### src/rtl/gmii_egress_arbiter.sv
// ---------------------------------------------------------------------------
// gmii_egress_arbiter
//
// Frame-granular round-robin arbiter for one switch egress port. Each ingress
// port presents a GMII stream (data/dv/err) and a destination mask that is
// sampled only on the first byte of a frame (SOF). At most one frame is
// forwarded at a time. The forwarded bytes appear on the egress GMII TX
// exactly one clock after they arrive, and are not modified. A minimum
// inter-frame gap is enforced after each frame.
//
// The block holds no frame buffer. A frame that loses arbitration, or that
// starts while the port is busy, is dropped and counted. A frame that runs
// longer than MAX_FRAME_CYC cycles is cut short: the final forwarded byte is
// marked with tx_er, and the frame is counted as truncated.
//
// Ports
//   clk        in   GMII 125 MHz clock; all logic uses the rising edge
//   rst_n      in   asynchronous active-low reset
//   in_data    in   ingress bytes; port i at [8i+7:8i]
//   in_dv      in   ingress data valid, one bit per port
//   in_err     in   ingress error, one bit per port
//   in_dest    in   destination mask of port i at [PORT_NUMBER*i +: PORT_NUMBER]
//   out_txd    out  egress GMII TXD
//   out_tx_en  out  egress GMII TX_EN
//   out_tx_er  out  egress GMII TX_ER
//   grant      out  one-hot ingress port that owns the egress, 0 when none
//   busy       out  high while a frame is passing, draining, or in the gap
//   drop_cnt   out  saturating count of dropped frames
//   trunc_cnt  out  saturating count of frames truncated by the watchdog
// ---------------------------------------------------------------------------
module gmii_egress_arbiter #(
  parameter int PORT_NUMBER   = 4,
  parameter int EGRESS_INDEX  = 0,
  parameter int IFG_CYCLES    = 12,
  parameter int MAX_FRAME_CYC = 1530,
  parameter int CNT_W         = 16
) (
  input  logic                               clk,
  input  logic                               rst_n,
  input  logic [PORT_NUMBER*8-1:0]           in_data,
  input  logic [PORT_NUMBER-1:0]             in_dv,
  input  logic [PORT_NUMBER-1:0]             in_err,
  input  logic [PORT_NUMBER*PORT_NUMBER-1:0] in_dest,
  output logic [7:0]                         out_txd,
  output logic                               out_tx_en,
  output logic                               out_tx_er,
  output logic [PORT_NUMBER-1:0]             grant,
  output logic                               busy,
  output logic [CNT_W-1:0]                   drop_cnt,
  output logic [CNT_W-1:0]                   trunc_cnt
);

  localparam int PTR_W = (PORT_NUMBER > 1) ? $clog2(PORT_NUMBER) : 1;
  localparam int FRM_W = $clog2(MAX_FRAME_CYC + 1);
  localparam int IFG_W = $clog2(IFG_CYCLES + 1);

  typedef enum logic [1:0] {
    S_IDLE  = 2'd0,
    S_PASS  = 2'd1,
    S_DRAIN = 2'd2,
    S_IFG   = 2'd3
  } state_t;

  // -------------------------------------------------------------------------
  // Helper functions
  // -------------------------------------------------------------------------
  function automatic logic [CNT_W-1:0] f_popcnt(input logic [PORT_NUMBER-1:0] v);
    logic [CNT_W-1:0] n;
    n = '0;
    for (int i = 0; i < PORT_NUMBER; i++) begin
      n = n + CNT_W'(v[i]);
    end
    return n;
  endfunction

  // Adds without wrapping: the result sticks at all-ones.
  function automatic logic [CNT_W-1:0] f_sat_add(input logic [CNT_W-1:0] a,
                                                 input logic [CNT_W-1:0] b);
    logic [CNT_W:0] s;
    s = {1'b0, a} + {1'b0, b};
    return s[CNT_W] ? {CNT_W{1'b1}} : s[CNT_W-1:0];
  endfunction

  // -------------------------------------------------------------------------
  // Registers
  // -------------------------------------------------------------------------
  state_t                   r_state;
  logic [PORT_NUMBER-1:0]   r_dv_q;
  logic [7:0]               r_txd;
  logic                     r_tx_en;
  logic                     r_tx_er;
  logic [PORT_NUMBER-1:0]   r_grant;
  logic [PTR_W-1:0]         r_rr_ptr;
  logic [FRM_W-1:0]         r_frm_cnt;
  logic [IFG_W-1:0]         r_ifg_cnt;
  logic [CNT_W-1:0]         r_drop_cnt;
  logic [CNT_W-1:0]         r_trunc_cnt;

  // -------------------------------------------------------------------------
  // Combinational signals
  // -------------------------------------------------------------------------
  logic [7:0]               w_dat [PORT_NUMBER];
  logic [PORT_NUMBER-1:0]   w_req;
  logic                     w_win_found;
  logic [PTR_W-1:0]         w_win_idx;
  logic [PTR_W-1:0]         w_cand;
  logic [PTR_W-1:0]         w_sel;
  logic [7:0]               w_sel_data;
  logic                     w_sel_dv;
  logic                     w_sel_err;
  logic [CNT_W-1:0]         w_req_cnt;
  logic [CNT_W-1:0]         w_drop_inc;
  logic [CNT_W-1:0]         w_trunc_inc;
  state_t                   w_nxt_state;
  logic [7:0]               w_nxt_txd;
  logic                     w_nxt_tx_en;
  logic                     w_nxt_tx_er;
  logic [PORT_NUMBER-1:0]   w_nxt_grant;
  logic [PTR_W-1:0]         w_nxt_rr_ptr;
  logic [FRM_W-1:0]         w_nxt_frm_cnt;
  logic [IFG_W-1:0]         w_nxt_ifg_cnt;

  // Only the EGRESS_INDEX column of each destination mask matters here.
  logic                     w_unused_dest;
  assign w_unused_dest = ^in_dest;

  // -------------------------------------------------------------------------
  // Request detection: a port requests only on the SOF cycle of a frame that
  // is addressed to this egress, and never for its own port (no hairpin).
  // -------------------------------------------------------------------------
  for (genvar g = 0; g < PORT_NUMBER; g++) begin : g_port
    assign w_dat[g] = in_data[8*g +: 8];
    if (g == EGRESS_INDEX) begin : g_hairpin
      assign w_req[g] = 1'b0;
    end else begin : g_other
      assign w_req[g] = in_dv[g] & ~r_dv_q[g] & in_dest[PORT_NUMBER*g + EGRESS_INDEX];
    end
  end

  // Round-robin search starting one past the last winner.
  always_comb begin
    w_win_found = 1'b0;
    w_win_idx   = r_rr_ptr;
    w_cand      = r_rr_ptr;
    for (int k = 1; k <= PORT_NUMBER; k++) begin
      w_cand = PTR_W'((int'(r_rr_ptr) + k) % PORT_NUMBER);
      if (!w_win_found && w_req[w_cand]) begin
        w_win_found = 1'b1;
        w_win_idx   = w_cand;
      end
    end
  end

  // The port whose stream feeds the output: the fresh winner in IDLE, else
  // the port granted last (rr_ptr always holds the latest winner).
  assign w_sel      = (r_state == S_IDLE) ? w_win_idx : r_rr_ptr;
  assign w_sel_data = w_dat[w_sel];
  assign w_sel_dv   = in_dv[w_sel];
  assign w_sel_err  = in_err[w_sel];

  // -------------------------------------------------------------------------
  // Next-state and output logic
  // -------------------------------------------------------------------------
  always_comb begin
    w_nxt_state   = r_state;
    w_nxt_txd     = 8'h00;
    w_nxt_tx_en   = 1'b0;
    w_nxt_tx_er   = 1'b0;
    w_nxt_grant   = r_grant;
    w_nxt_rr_ptr  = r_rr_ptr;
    w_nxt_frm_cnt = r_frm_cnt;
    w_nxt_ifg_cnt = r_ifg_cnt;
    w_trunc_inc   = '0;
    w_req_cnt     = f_popcnt(w_req);
    // Outside IDLE every request is a frame that cannot be carried.
    w_drop_inc    = w_req_cnt;

    case (r_state)
      S_IDLE: begin
        w_drop_inc = '0;
        if (w_win_found) begin
          // Every requester except the winner loses this round.
          w_drop_inc    = w_req_cnt - CNT_W'(1);
          w_nxt_state   = S_PASS;
          w_nxt_grant   = PORT_NUMBER'(1) << w_win_idx;
          w_nxt_rr_ptr  = w_win_idx;
          w_nxt_frm_cnt = FRM_W'(1);
          w_nxt_txd     = w_sel_data;
          w_nxt_tx_en   = 1'b1;
          w_nxt_tx_er   = w_sel_err;
        end
      end

      S_PASS: begin
        if (!w_sel_dv) begin
          w_nxt_grant   = '0;
          w_nxt_ifg_cnt = IFG_W'(1);
          w_nxt_state   = S_IFG;
        end else if (r_frm_cnt == FRM_W'(MAX_FRAME_CYC - 1)) begin
          // This byte is the MAX_FRAME_CYC-th one on the wire: send it
          // flagged as errored so the far end discards the frame.
          w_nxt_txd     = w_sel_data;
          w_nxt_tx_en   = 1'b1;
          w_nxt_tx_er   = 1'b1;
          w_trunc_inc   = CNT_W'(1);
          w_nxt_state   = S_DRAIN;
        end else begin
          w_nxt_txd     = w_sel_data;
          w_nxt_tx_en   = 1'b1;
          w_nxt_tx_er   = w_sel_err;
          w_nxt_frm_cnt = r_frm_cnt + FRM_W'(1);
        end
      end

      S_DRAIN: begin
        // Swallow the rest of the over-long frame.
        if (!w_sel_dv) begin
          w_nxt_grant   = '0;
          w_nxt_ifg_cnt = IFG_W'(1);
          w_nxt_state   = S_IFG;
        end
      end

      S_IFG: begin
        if (r_ifg_cnt == IFG_W'(IFG_CYCLES)) begin
          w_nxt_state = S_IDLE;
        end else begin
          w_nxt_ifg_cnt = r_ifg_cnt + IFG_W'(1);
        end
      end

      default: begin
        w_nxt_state = S_IDLE;
        w_nxt_grant = '0;
      end
    endcase
  end

  // -------------------------------------------------------------------------
  // State register
  // -------------------------------------------------------------------------
  always_ff @(posedge clk or negedge rst_n) begin
    if (!rst_n) begin
      r_state <= S_IDLE;
    end else begin
      r_state <= w_nxt_state;
    end
  end

  // -------------------------------------------------------------------------
  // Output, pointer and counter registers
  // -------------------------------------------------------------------------
  always_ff @(posedge clk or negedge rst_n) begin
    if (!rst_n) begin
      // dv history starts at all-ones so that a frame already in flight when
      // reset is released does not look like a fresh SOF.
      r_dv_q      <= '1;
      r_txd       <= 8'h00;
      r_tx_en     <= 1'b0;
      r_tx_er     <= 1'b0;
      r_grant     <= '0;
      r_rr_ptr    <= PTR_W'(PORT_NUMBER - 1);
      r_frm_cnt   <= '0;
      r_ifg_cnt   <= '0;
      r_drop_cnt  <= '0;
      r_trunc_cnt <= '0;
    end else begin
      r_dv_q      <= in_dv;
      r_txd       <= w_nxt_txd;
      r_tx_en     <= w_nxt_tx_en;
      r_tx_er     <= w_nxt_tx_er;
      r_grant     <= w_nxt_grant;
      r_rr_ptr    <= w_nxt_rr_ptr;
      r_frm_cnt   <= w_nxt_frm_cnt;
      r_ifg_cnt   <= w_nxt_ifg_cnt;
      r_drop_cnt  <= f_sat_add(r_drop_cnt, w_drop_inc);
      r_trunc_cnt <= f_sat_add(r_trunc_cnt, w_trunc_inc);
    end
  end

  assign out_txd   = r_txd;
  assign out_tx_en = r_tx_en;
  assign out_tx_er = r_tx_er;
  assign grant     = r_grant;
  assign busy      = (r_state != S_IDLE);
  assign drop_cnt  = r_drop_cnt;
  assign trunc_cnt = r_trunc_cnt;

endmodule

### config.mk
export PLATFORM = sky130hd
export DESIGN_NAME = gmii_egress_arbiter
export DESIGN_NICKNAME = d
export VERILOG_FILES = /design/src/rtl/gmii_egress_arbiter.sv
export SDC_FILE = /design/constraint.sdc
export NUM_CORES = 1
export LEC_CHECK = 0
export CAP_MARGIN = 20
export CORE_MARGIN = 2
export CORE_UTILIZATION = 56
export CTS_BUF_LIST = sky130_fd_sc_hd__clkbuf_4 sky130_fd_sc_hd__clkbuf_8
export DETAILED_ROUTE_END_ITERATION = 8
export PLACE_DENSITY_LB_ADDON = 0.25
export RECOVER_POWER = 100
export REMOVE_ABC_BUFFERS = 1
export SLEW_MARGIN = 20
export SYNTH_ARGS = -nofsm -noshare
export SYNTH_HDL_FRONTEND = slang
export SYNTH_SLANG_ARGS = --single-unit
### constraint.sdc
create_clock -name clk -period 7.6 [get_ports clk]
set_input_delay 1.9 -clock clk [delete_from_list [all_inputs] [get_ports clk]]
set_output_delay 1.9 -clock clk [all_outputs]
set_load 0.01 [all_outputs]
==> After elaboration in Yosys (flattened, before gate mapping) <==
Index checks and enable logic that the tools add are counted.
{ "classes": {"shifts": 1, "magnitude_cmp": 6, "muxes": 57, "n_reduce_logical": 17, "bitwise_logic": 10, "add_sub_neg": 11, "eq_ne": 13} }
{ "op_table": {"columns": ["op", "n"], "rows": [
  ["$mux W16", 4],
  ["$add A16 B16 Y17", 2],
  ["$mux W11", 3],
  ["$mux W8", 4],
  ["$pmux W11 S2", 1],
  ["$mux W2", 10],
  ["$mux W1", 18],
  ["$bmux W8 S2", 1],
  ["$mux W4", 4],
  ["$pmux W4 S2", 2],
  ["$pmux W8 S2", 1],
  ["$lt A2 B3 Y1 const B", 5],
  ["$ne A2 B2 Y1 const B", 7],
  ["$bmux W1 S2", 6],
  ["$add A11 B1 Y11 const B", 1],
  ["$eq A11 B11 Y1 const B", 1],
  ["$pmux W2 S4", 1],
  ["$reduce_and A4 Y1", 2],
  ["$reduce_bool A2 Y1", 4],
  ["$and A1 B1 Y1", 6],
  ["$reduce_and A3 Y1", 2],
  ["$add A2 B1 Y2 const B", 2],
  ["$add A2 B2 Y2 const B", 2],
  ["$add A4 B1 Y4 const B", 1],
  ["other kinds (17)", 25]
]} }
{ "word_totals": {"input_bits": 58, "out_inout_bits": 47, "elab_cells": 126, "regBits": 69} }

==> Longest topological paths before layout <==
Gate-level depths: netlist (run 1).
{ "depth": {"depth_word": 22, "depth_mapped": 21, "ltp_nobuf": 18} }

==> Worst setup path after synthesis (run 1) <==
OpenSTA, ideal clock, no wires.
{ "synth_path": {"path_kind": "in2reg", "start": "input in_dv[1]", "end": "register r_drop_cnt[10] (netlist: drop_cnt[10])", "setup_time_ns": 0.130, "n_path_buf": 1, "cell_stages": 15, "setup_slack_ns": 2.446, "arrival_ns": 5.023, "cell_sequence": "nand3b_2 inv_1 fa_1 inv_1 ha_1 and3_1 ha_1 nor2b_1 o21ai_1 a21oi_1 o21ai_0 nand3_1 a311oi_2 buf_2 o22ai_1"} }
{ "synth_via": {"elab_chain_cells": 18, "word_cells_on_any_way": 27, "cone_classes": "add/sub (4); mux (15); bitwise (2); reduce/logical (6)"} }
{ "synth_rtl": {"columns": ["item", "line", "source"], "rows": [
  ["start: declaration", "41", "input logic [PORT_NUMBER-1:0] in_dv,"],
  ["$and A1 B1 Y1 * (2 in series)", "136", "assign w_req[g] = in_dv[g] & ~r_dv_q[g] & in_dest[PORT_NUMBER*g + EGRESS_INDEX];"],
  ["$bmux W1 S2", "147", "if (!w_win_found && w_req[w_cand]) begin"],
  ["$mux W1 (not written as such)", "147", null],
  ["$mux W1", "147", null],
  ["$logic_not A1 Y1", "147", null],
  ["$logic_and A1 B1 Y1", "147", null],
  ["$mux W1", "147", null],
  ["$logic_not A1 Y1", "147", null],
  ["$logic_and A1 B1 Y1", "147", null],
  ["$mux W1", "147", null],
  ["$logic_not A1 Y1", "147", null],
  ["$logic_and A1 B1 Y1", "147", null],
  ["$mux W1", "147", null],
  ["$mux W16", "181", "if (w_win_found) begin"],
  ["$mux W16 *", "178", "case (r_state)"],
  ["$add A16 B16 Y17 *", "80", "s = {1'b0, a} + {1'b0, b};"],
  ["$mux W16 *", "81", "return s[CNT_W] ? {CNT_W{1'b1}} : s[CNT_W-1:0];"],
  ["end signal: assignment", "276", "r_drop_cnt <= f_sat_add(r_drop_cnt, w_drop_inc);"],
  ["end: declaration", "96", "logic [CNT_W-1:0] r_drop_cnt;"]
]} }
Every way passes the cells marked *; elsewhere a longest branch is shown, timed or not. The select of a mux whose other input is x is not followed.
A chain may end at the register's enable or synchronous reset.

==> Worst setup path after layout (run 1) <==
{ "layout_path": {"start": "input in_dv[1]", "end": "register r_drop_cnt[2] (netlist: drop_cnt[2])"} }
The elaborated chain is that of the path after synthesis.

==> summary.md, run 1 <==
| Metric | Value |
|---|---|
| Run status | finished with violations |
| Failing checks | max-capacitance violations, max-slew violations |
| Clock power share | 0.166 |
| Register area share after synthesis | 0.389 |
| Met2 usage | 0.433 |
| Worst hold path startpoint | grant[0] |
| Clock Latency Late Sink | 0.36 ns |
| Pleak | 2.55 nW |
| Initial antenna violation count | 0 |
| Startpoint types | primary input |
| Yosys warning total | 0 |
| Gp weighted congestion | 0.886 |
| Die height | 92.6 microns |
| Synthesized cell area | 4390 sq um |
| PortBufs | 91 |
| Synth async-reset ratio | 1.00 |
| Psw | 0.000829 W |
| Mux cell area share after synthesis | 0.0390 |
| Post-CTS resize count | 0 |
| FF/Latch Area | 1710 sq um |
| Hold Path End | grant[0] |
| Least-Margin Pin Slew | 3.60 ns |
| Share of layout cells above drive strength 1 | 0.0669 |
| Vias in the first global route | 3749 |
| Area of the multi-input gates | 2420 sq um |
| Gr ovfl total | 0 |
| Logic pwr share | 0.545 |
| Worst Setup SP | in_dv[1] |
| Synth Register Bits | 68 |
| Wirelength per Cell | 15.2 microns |
| Synth cell types | 68 |
| Clk_skew | 0.0115 ns |
| Synth Flop Type | dfrtp_1 |
| Cts bufs inserted | 9 |
| Worst-path clk slew | 0.08 ns |
| Nets | 635 |
| Crit path cell chain | dlygate4sd3_1, nand3b_1, inv_1, fa_1, inv_1, ha_1, and3_1, ha_1, nor2b_1, o21ai_0, a21oi_1, o21ai_0, nand3_1, a311oi_2, clkbuf_1, o22ai_1 |
| Compound-cell area share of the yosys netlist | 0.223 |
| DRC | 0 |
| RSZ-0062 raised after global routing | no |
| Clock tree from TritonCTS | yes |
| Switching share of total power | 0.438 |
| Crit end category | flip-flop |
| Synthesized area per cell | 9.55 sq um |
| Tcrit/Tclk final | 0.873 |
| Final TNS setup | 0 ns |
| Reg2reg end | trunc_cnt[0] |
| Reg2reg setup slack | 2.58 ns |
| Cts hold-fix bufs | 0 |
| Design area | 5500 sq um |
| Simple-Gate Fraction of Synth Area | 0.183 |
| Setup Viol. Count Final | 0 |
| Hold Path Stages | 1 |
| Slew Viols, Final | 69 |
| Relative slew slack | -1.40 |
| Postcts setup bufs | 0 |
| Worst Path Required | 7.80 ns |
| Worst-case reg-to-reg path depth | 17 |
| Root Driver | clkbuf_8 |
| Worst path max stage delay | 0.61 ns |
| Cell internal pwr | 0.00107 W |
| H-tree Lvls | 3 |
| Adder-cell share of the synthesized area | 0.0860 |
| Largest family of logic cells by synthesized area | compound AO/OA/AOI/OAI gates |
| Critical R2R Launch | r_state[0] |
| Area growth syn-to-layout | 25.1% |
| Fin crit period | 6.63 ns |
| Hold crit path type | flip-flop to flip-flop |
| VDD IR-drop max | 0.000204 V |
| Met1 usage | 0.316 |
| Total power | 0.00189 W |
| Slowest-stage cell, CP | dlygate4sd3_1 |
| Mapped Cells | 460 |
| Number of synthesized flops with an enable pin | 0 |
| Reg power frac | 0.289 |
| CTS Buffer Depth | 2 |
| Antenna-violating nets left | 0 |
| Power per cell area | 345 nW/um^2 |
| Setup CP Type | primary input to flip-flop |
| First-pass GRT wire length | 17300 microns |
| Die area | 8570 sq um |
| CORE AREA | 7650 sq um |
| Fin. Hold Viols | 0 |
| Max frequency | 151 MHz |
| I/O pin count | 105 |
| Detailed router's first-iteration violation count | 154 |
| Crit path max fanout | 14 |
| Ant. Diodes | 0 |
| WHS | 0.516 ns |
| Pre-antenna DRT Iters | 4 |
| Detailed Place HPWL | 7240 microns |
| Pin count of the biggest net entering global routing | 69 |
| Fill count | 615 |
| Vias | 3779 |
| Initial core utilization | 0.574 |
| Met3 GRT Util | 0.0391 |
| WL final | 9940 microns |
| # rows | 32 |
| GR peak layer | met2 |
| Clock Sinks | 68 |
| Placed inst area | 5360 sq um |
| Xor/xnor share of the synthesized area | 0.0339 |
| Crit path DAT | 6.83 ns |
| Die width | 92.6 microns |
| Max Cap Viol | 1 |
| Via density | 5.77 |
| GRT Total Usage | 0.248 |
area by class of cell:
type                            count  area share
Clock inverter                      7      0.0146
Inverter                           32      0.0219
Multi-Input combinational cell    344       0.441
Tap cell                          102      0.0232
Clock buffer                        9      0.0225
Timing Repair Buffer               93       0.166
Sequential cell                    68       0.311
worst max-delay path by stage:
stage | end | slack [ns] | depth (start not counted)
floorplan | drop_cnt[11] | 2.35 | 14
global placement | drop_cnt[5] | 1.18 | 16
detailed placement | drop_cnt[2] | 1.06 | 16
CTS | drop_cnt[2] | 1.41 | 16
global route | drop_cnt[5] | 0.53 | 16
finish | drop_cnt[2] | 0.97 | 16
cells in the final DEF (no fill, tap or decap), types with 7 or more instances in the layout:
cell,n
a211oi_1,18
a21o_1,8
a21oi_1,27
and3_1,9
clkbuf_8,9
clkdlybuf4s50_1,40
dfrtp_1,63
dlygate4sd3_1,50
ha_1,27
inv_1,31
mux2i_1,16
nand2_1,35
nand2b_1,8
nand3_1,15
nor2_1,21
nor2b_1,13
nor3_1,11
o21ai_0,33
o22ai_1,7
xnor2_1,8
xor2_1,9
worst max-delay path, delay by kind of cell:
| family | cells | cell delay [ns] |
|---|---|---|
| buf+inv | 4 | 1.25 |
| compound gates | 5 | 1.46 |
| simple gates | 4 | 1.20 |
| fa+ha+maj | 3 | 1.01 |
per-layer routing:
| layer | part of all wire | wire, microns | vias up |
|---|---|---|---|
| met5 | 0 | 0 | - |
| met4 | 0.015 | 153 | 0 |
| met3 | 0.040 | 402 | 15 |
| met2 | 0.51 | 5030 | 96 |
| met1 | 0.44 | 4350 | 1802 |
| li1 | - | - | 1866 |
sequential cells by signal, summed over array words and instances, names as in the netlist:
signal / count
out_tx_en: 1
out_txd: 8
out_tx_er: 1
drop_cnt: 16
r_ifg_cnt: 4
r_rr_ptr: 2
r_state: 2
r_frm_cnt: 11
r_dv_q: 3
grant: 4
trunc_cnt: 16
logic make-up after synthesis:
group / after synthesis
AND/OR/NAND/NOR: 144
AO/OA/AOI/OAI: 137
flip-flops: 68
buffers and inverters: 48
adder cells (fa/ha/maj): 29
XOR/XNOR: 17
multiplexers: 17
metrics by stage:
stage / utilization / worst slack, ns / std cells
after floorplan: - / 2.35 / 444
after global placement: 0.701 / 1.18 / 639
final: 0.719 / 0.968 / 655
after detailed placement: 0.701 / 1.06 / 639
after global routing: 0.719 / 0.534 / 655
after CTS: 0.727 / 1.41 / 655
Yosys cell counts, types with 8 or more instances:
cell type	n	area, sq um
mux2i_1	16	160
nor3_1	11	55.1
nand3_1	15	75.1
inv_1	30	113
a21o_1	8	60.1
dfrtp_1	63	1580
ha_1	27	338
nand2_1	35	131
o21ai_0	31	155
nor2b_1	13	81.3
xor2_1	9	78.8
nor2_1	20	75.1
and3_1	9	56.3
nand2b_1	8	50.1
xnor2_1	8	70.1
a211oi_1	18	135
a21oi_1	27	135
power by group through the flow:
| stage | clock [W] | combinational [W] | sequential [W] |
|---|---|---|---|
| floorplan | 0 | 0.000692 | 0.000580 |
| global placement | 0 | 0.00105 | 0.000551 |
| detailed placement | 0 | 0.00108 | 0.000558 |
| CTS | 0.000321 | 0.00109 | 0.000551 |
| global route | 0.000339 | 0.00115 | 0.000563 |
| finish | 0.000315 | 0.00103 | 0.000547 |
(Power assumes the default switching activity.)
==> inputs of run 2 (changes only) <==
--- a/config.mk
+++ b/config.mk
@@ -5,9 +5,10 @@
 export SDC_FILE = /design/constraint.sdc
 export NUM_CORES = 1
 export LEC_CHECK = 0
+export ABC_AREA = 1
 export CAP_MARGIN = 20
 export CORE_MARGIN = 2
-export CORE_UTILIZATION = 56
+export CORE_UTILIZATION = 26
 export CTS_BUF_LIST = sky130_fd_sc_hd__clkbuf_4 sky130_fd_sc_hd__clkbuf_8
 export DETAILED_ROUTE_END_ITERATION = 8
 export PLACE_DENSITY_LB_ADDON = 0.25
==> run 2 against run 1 <==
Against the previous run: the run still ends with max-capacitance violations, max-slew violations left; sequential share of layout area fell by 2.1 points; global-route usage is 12 points lower; clock skew grew 0.0034 ns; synthesized cell count rose by 33%; sequential power decreased by 0.7%; cell count grew 42%; critical path depth is 7 higher; critical endpoint is now drop_cnt[14]; highest routed layer unchanged.
==> summary.md, run 2 <==
| Metric | Value |
|---|---|
| Initial antenna violation count | 0 |
| Synth cell types | 48 |
| Run status | finished with violations |
| Mapped Cells | 611 |
| Final Util | 0.339 |
| CTS Buffer Depth | 2 |
| Worst-case reg-to-reg path depth | 21 |
| GRT Total Usage | 0.127 |
| DRC | 0 |
| Clock Sinks | 68 |
| Top cell by count, worst path | nand2_1 |
| Via density | 4.44 |
| Worst path max stage delay | 0.98 ns |
| PortBufs | 91 |
| Vias in the first global route | 4030 |
| Most common cell in the netlist | nand2_1 |
| VDD IR-drop max | 0.000179 V |
| Synth Register Bits | 68 |
| Failing checks | max-capacitance violations, max-slew violations |
| Die width | 138 microns |
| Relative slew slack | -1.49 |
| Buf+Inv Stages, Crit Path | 3 |
| Setup Viol. Count Final | 0 |
| Share of Yosys cell area claimed by the top area cell type | 0.339 |
| Detailed Place HPWL | 8180 microns |
| Antenna-violating nets left | 0 |
| Detailed router's first-iteration violation count | 276 |
| Synthesized area per cell | 7.62 sq um |
| Fin. Hold Viols | 0 |
| Gr ovfl total | 0 |
| Max frequency | 159 MHz |
| Synth Flop Type | dfrtp_1 |
| Ant. Diodes | 0 |
| Nets | 789 |
| Setup CP Type | primary input to flip-flop |
| Clock tree from TritonCTS | yes |
| Crit path DAT | 6.48 ns |
| Fin crit period | 6.30 ns |
| Synthesized cell area | 4660 sq um |
| Cts bufs inserted | 9 |
| Yosys warning total | 0 |
| Cts hold-fix bufs | 0 |
| I/O pin count | 105 |
| Area growth syn-to-layout | 26.6% |
| Max Cap Viol | 1 |
| Gp weighted congestion | 0.806 |
| RSZ-0062 raised after global routing | no |
| Die height | 138 microns |
| Wirelength per Cell | 11.9 microns |
| Synth async-reset ratio | 1.00 |
| Least-Margin Pin Slew | 3.74 ns |
| Pin count of the biggest net entering global routing | 69 |
| Worst Path Required | 7.78 ns |
| Register area share after synthesis | 0.367 |
| Die area | 19000 sq um |
| Reg2reg setup slack | 2.97 ns |
| Clock Latency Late Sink | 0.37 ns |
| Clk_skew | 0.0148 ns |
| Pleak | 2.86 nW |
| Commonest non-fill, non-tap cell in the layout | nand2_1 |
| Share of layout cells above drive strength 1 | 0.0806 |
| H-tree Lvls | 3 |
| Most frequent cells in the layout | nand2_1 (148), nor2_1 (75), dfrtp_1 (63) |
| Crit path cell chain | dlygate4sd3_1, nand2_1, nor2_1, nand2_1, nand3_1, nor2_1, o211ai_1, nand2_1, nor2_1, buf_4, ha_1, a21oi_1, o21ai_1, nand2_1, nand2_1, a21oi_1, inv_1, nand3_1, nand2_1, nand2_1, nand2_1, a21oi_1, o21ai_0 |
| Hold Path Stages | 2 |
| Tcrit/Tclk final | 0.829 |
| Slew Viols, Final | 69 |
| Top post-synthesis cells by area | dfrtp_1 (34%), nand2_1 (11%), ha_1 (7.3%), nor2_1 (6.0%), nand3_1 (5.9%) |
| Postcts setup bufs | 0 |
| Reg2reg end | drop_cnt[14] |
| Post-CTS resize count | 0 |
| Crit path max fanout | 16 |
| CP top delay family | compound AO/OA/AOI/OAI gates |
| Number of synthesized flops with an enable pin | 0 |
| Hold crit path type | flip-flop to flip-flop |
| Critical R2R Launch | r_rr_ptr[0] |
| Final TNS setup | 0 ns |
| Initial core utilization | 0.267 |
| Top post-synthesis cells by count | nand2_1 (136), nor2_1 (74), dfrtp_1 (63) |
| Worst-path clk slew | 0.08 ns |
| Root Driver | clkbuf_8 |
| CORE AREA | 17400 sq um |
| Crit end category | flip-flop |
| First-pass GRT wire length | 19000 microns |
| Worst hold path startpoint | trunc_cnt[15] |
| Hold Path End | trunc_cnt[15] |
| Pre-antenna DRT Iters | 5 |
| Startpoint types | primary input |
| Power per cell area | 391 nW/um^2 |
| Slowest-stage cell, CP | a21oi_1 |
| WL final | 11100 microns |
| Vias | 4134 |
| Synth area leader | dfrtp_1 |
| # rows | 48 |
-- run 2: changes by cell type in the layout (fill, tap and decap cells not counted), sizes merged, moves of 8 or more --
cell,before,now
a211oi,18,2
a21oi,27,19
and3,9,0
inv,35,67
mux2i,16,1
nand2,35,159
nand2b,8,0
nand3,15,67
nor2,21,76
nor2b,13,0
o21ai,34,49
-- run 2: per-layer routing --
metal  global-route usage  vias up  share of wire
met5                    0        -              0
met4               0.0539        0          0.018
met3               0.0412       12          0.069
met2                0.188       96           0.42
met1                0.169     1838           0.50
li1                     -     2188              -
-- run 2: final cells by class --
type / instances / area, sq um
Clock buffer: 10 / 131
Clock inverter: 6 / 113
Fill cell: 1877 / 11500
Inverter: 69 / 267
Multi-Input combinational cell: 462 / 2480
Sequential cell: 68 / 1710
Tap cell: 225 / 282
Timing Repair Buffer: 92 / 912
-- run 2: cell families (layout without fill, tap and decap cells) --
group                      after synthesis  count (layout)  synth area share
buffers and inverters                   81             177            0.0779
and+or+nand+nor                        332             332             0.339
DFF                                     68              68             0.367
adders and majority gates               29              29            0.0811
muxes                                    1               1           0.00215
AOI/OAI and AO/OA                       85              85             0.105
xor gates and xnor gates                15              15            0.0282
-- run 2: how the worst max path moves through the flow --
stage	end	from	depth (start not counted)
floorplan	drop_cnt[14]	in_dest[4]	20
global placement	drop_cnt[14]	in_dv[1]	23
detailed placement	drop_cnt[14]	in_dv[1]	23
CTS	drop_cnt[14]	in_dv[1]	23
global route	drop_cnt[6]	in_dv[1]	23
finish	drop_cnt[14]	in_dv[1]	23
-- run 2: power breakdown --
group          switching, W  internal [W]  leakage (nW)
Combinational      0.000872      0.000511          1.88
Sequential        0.0000714      0.000471         0.851
Clock              0.000158      0.000222         0.124
Total               0.00110       0.00121          2.86
-- run 2: worst register-to-register path, delay by kind of cell, from the launching register on --
family                     cells  cell delay, ns
adders and majority gates      1            0.35
and+or+nand+nor               11            1.10
DFF                            1            0.69
buffers and inverters          3            0.44
AOI/OAI and AO/OA              6            1.86
-- run 2: stage by stage --
stage | setup WS (ns) | hold WS, ns | power, W | cell area, sq um | instances
floorplan | 2.38 | 0.478 | 0.00163 | 4560 | 599
global placement | 1.29 | 0.484 | 0.00206 | 5760 | 916
detailed placement | 1.32 | 0.471 | 0.00206 | 5760 | 916
CTS | 1.73 | 0.497 | 0.00246 | 6000 | 932
global route | 0.655 | 0.539 | 0.00258 | 5900 | 932
finish | 1.30 | 0.495 | 0.00231 | 5900 | 932
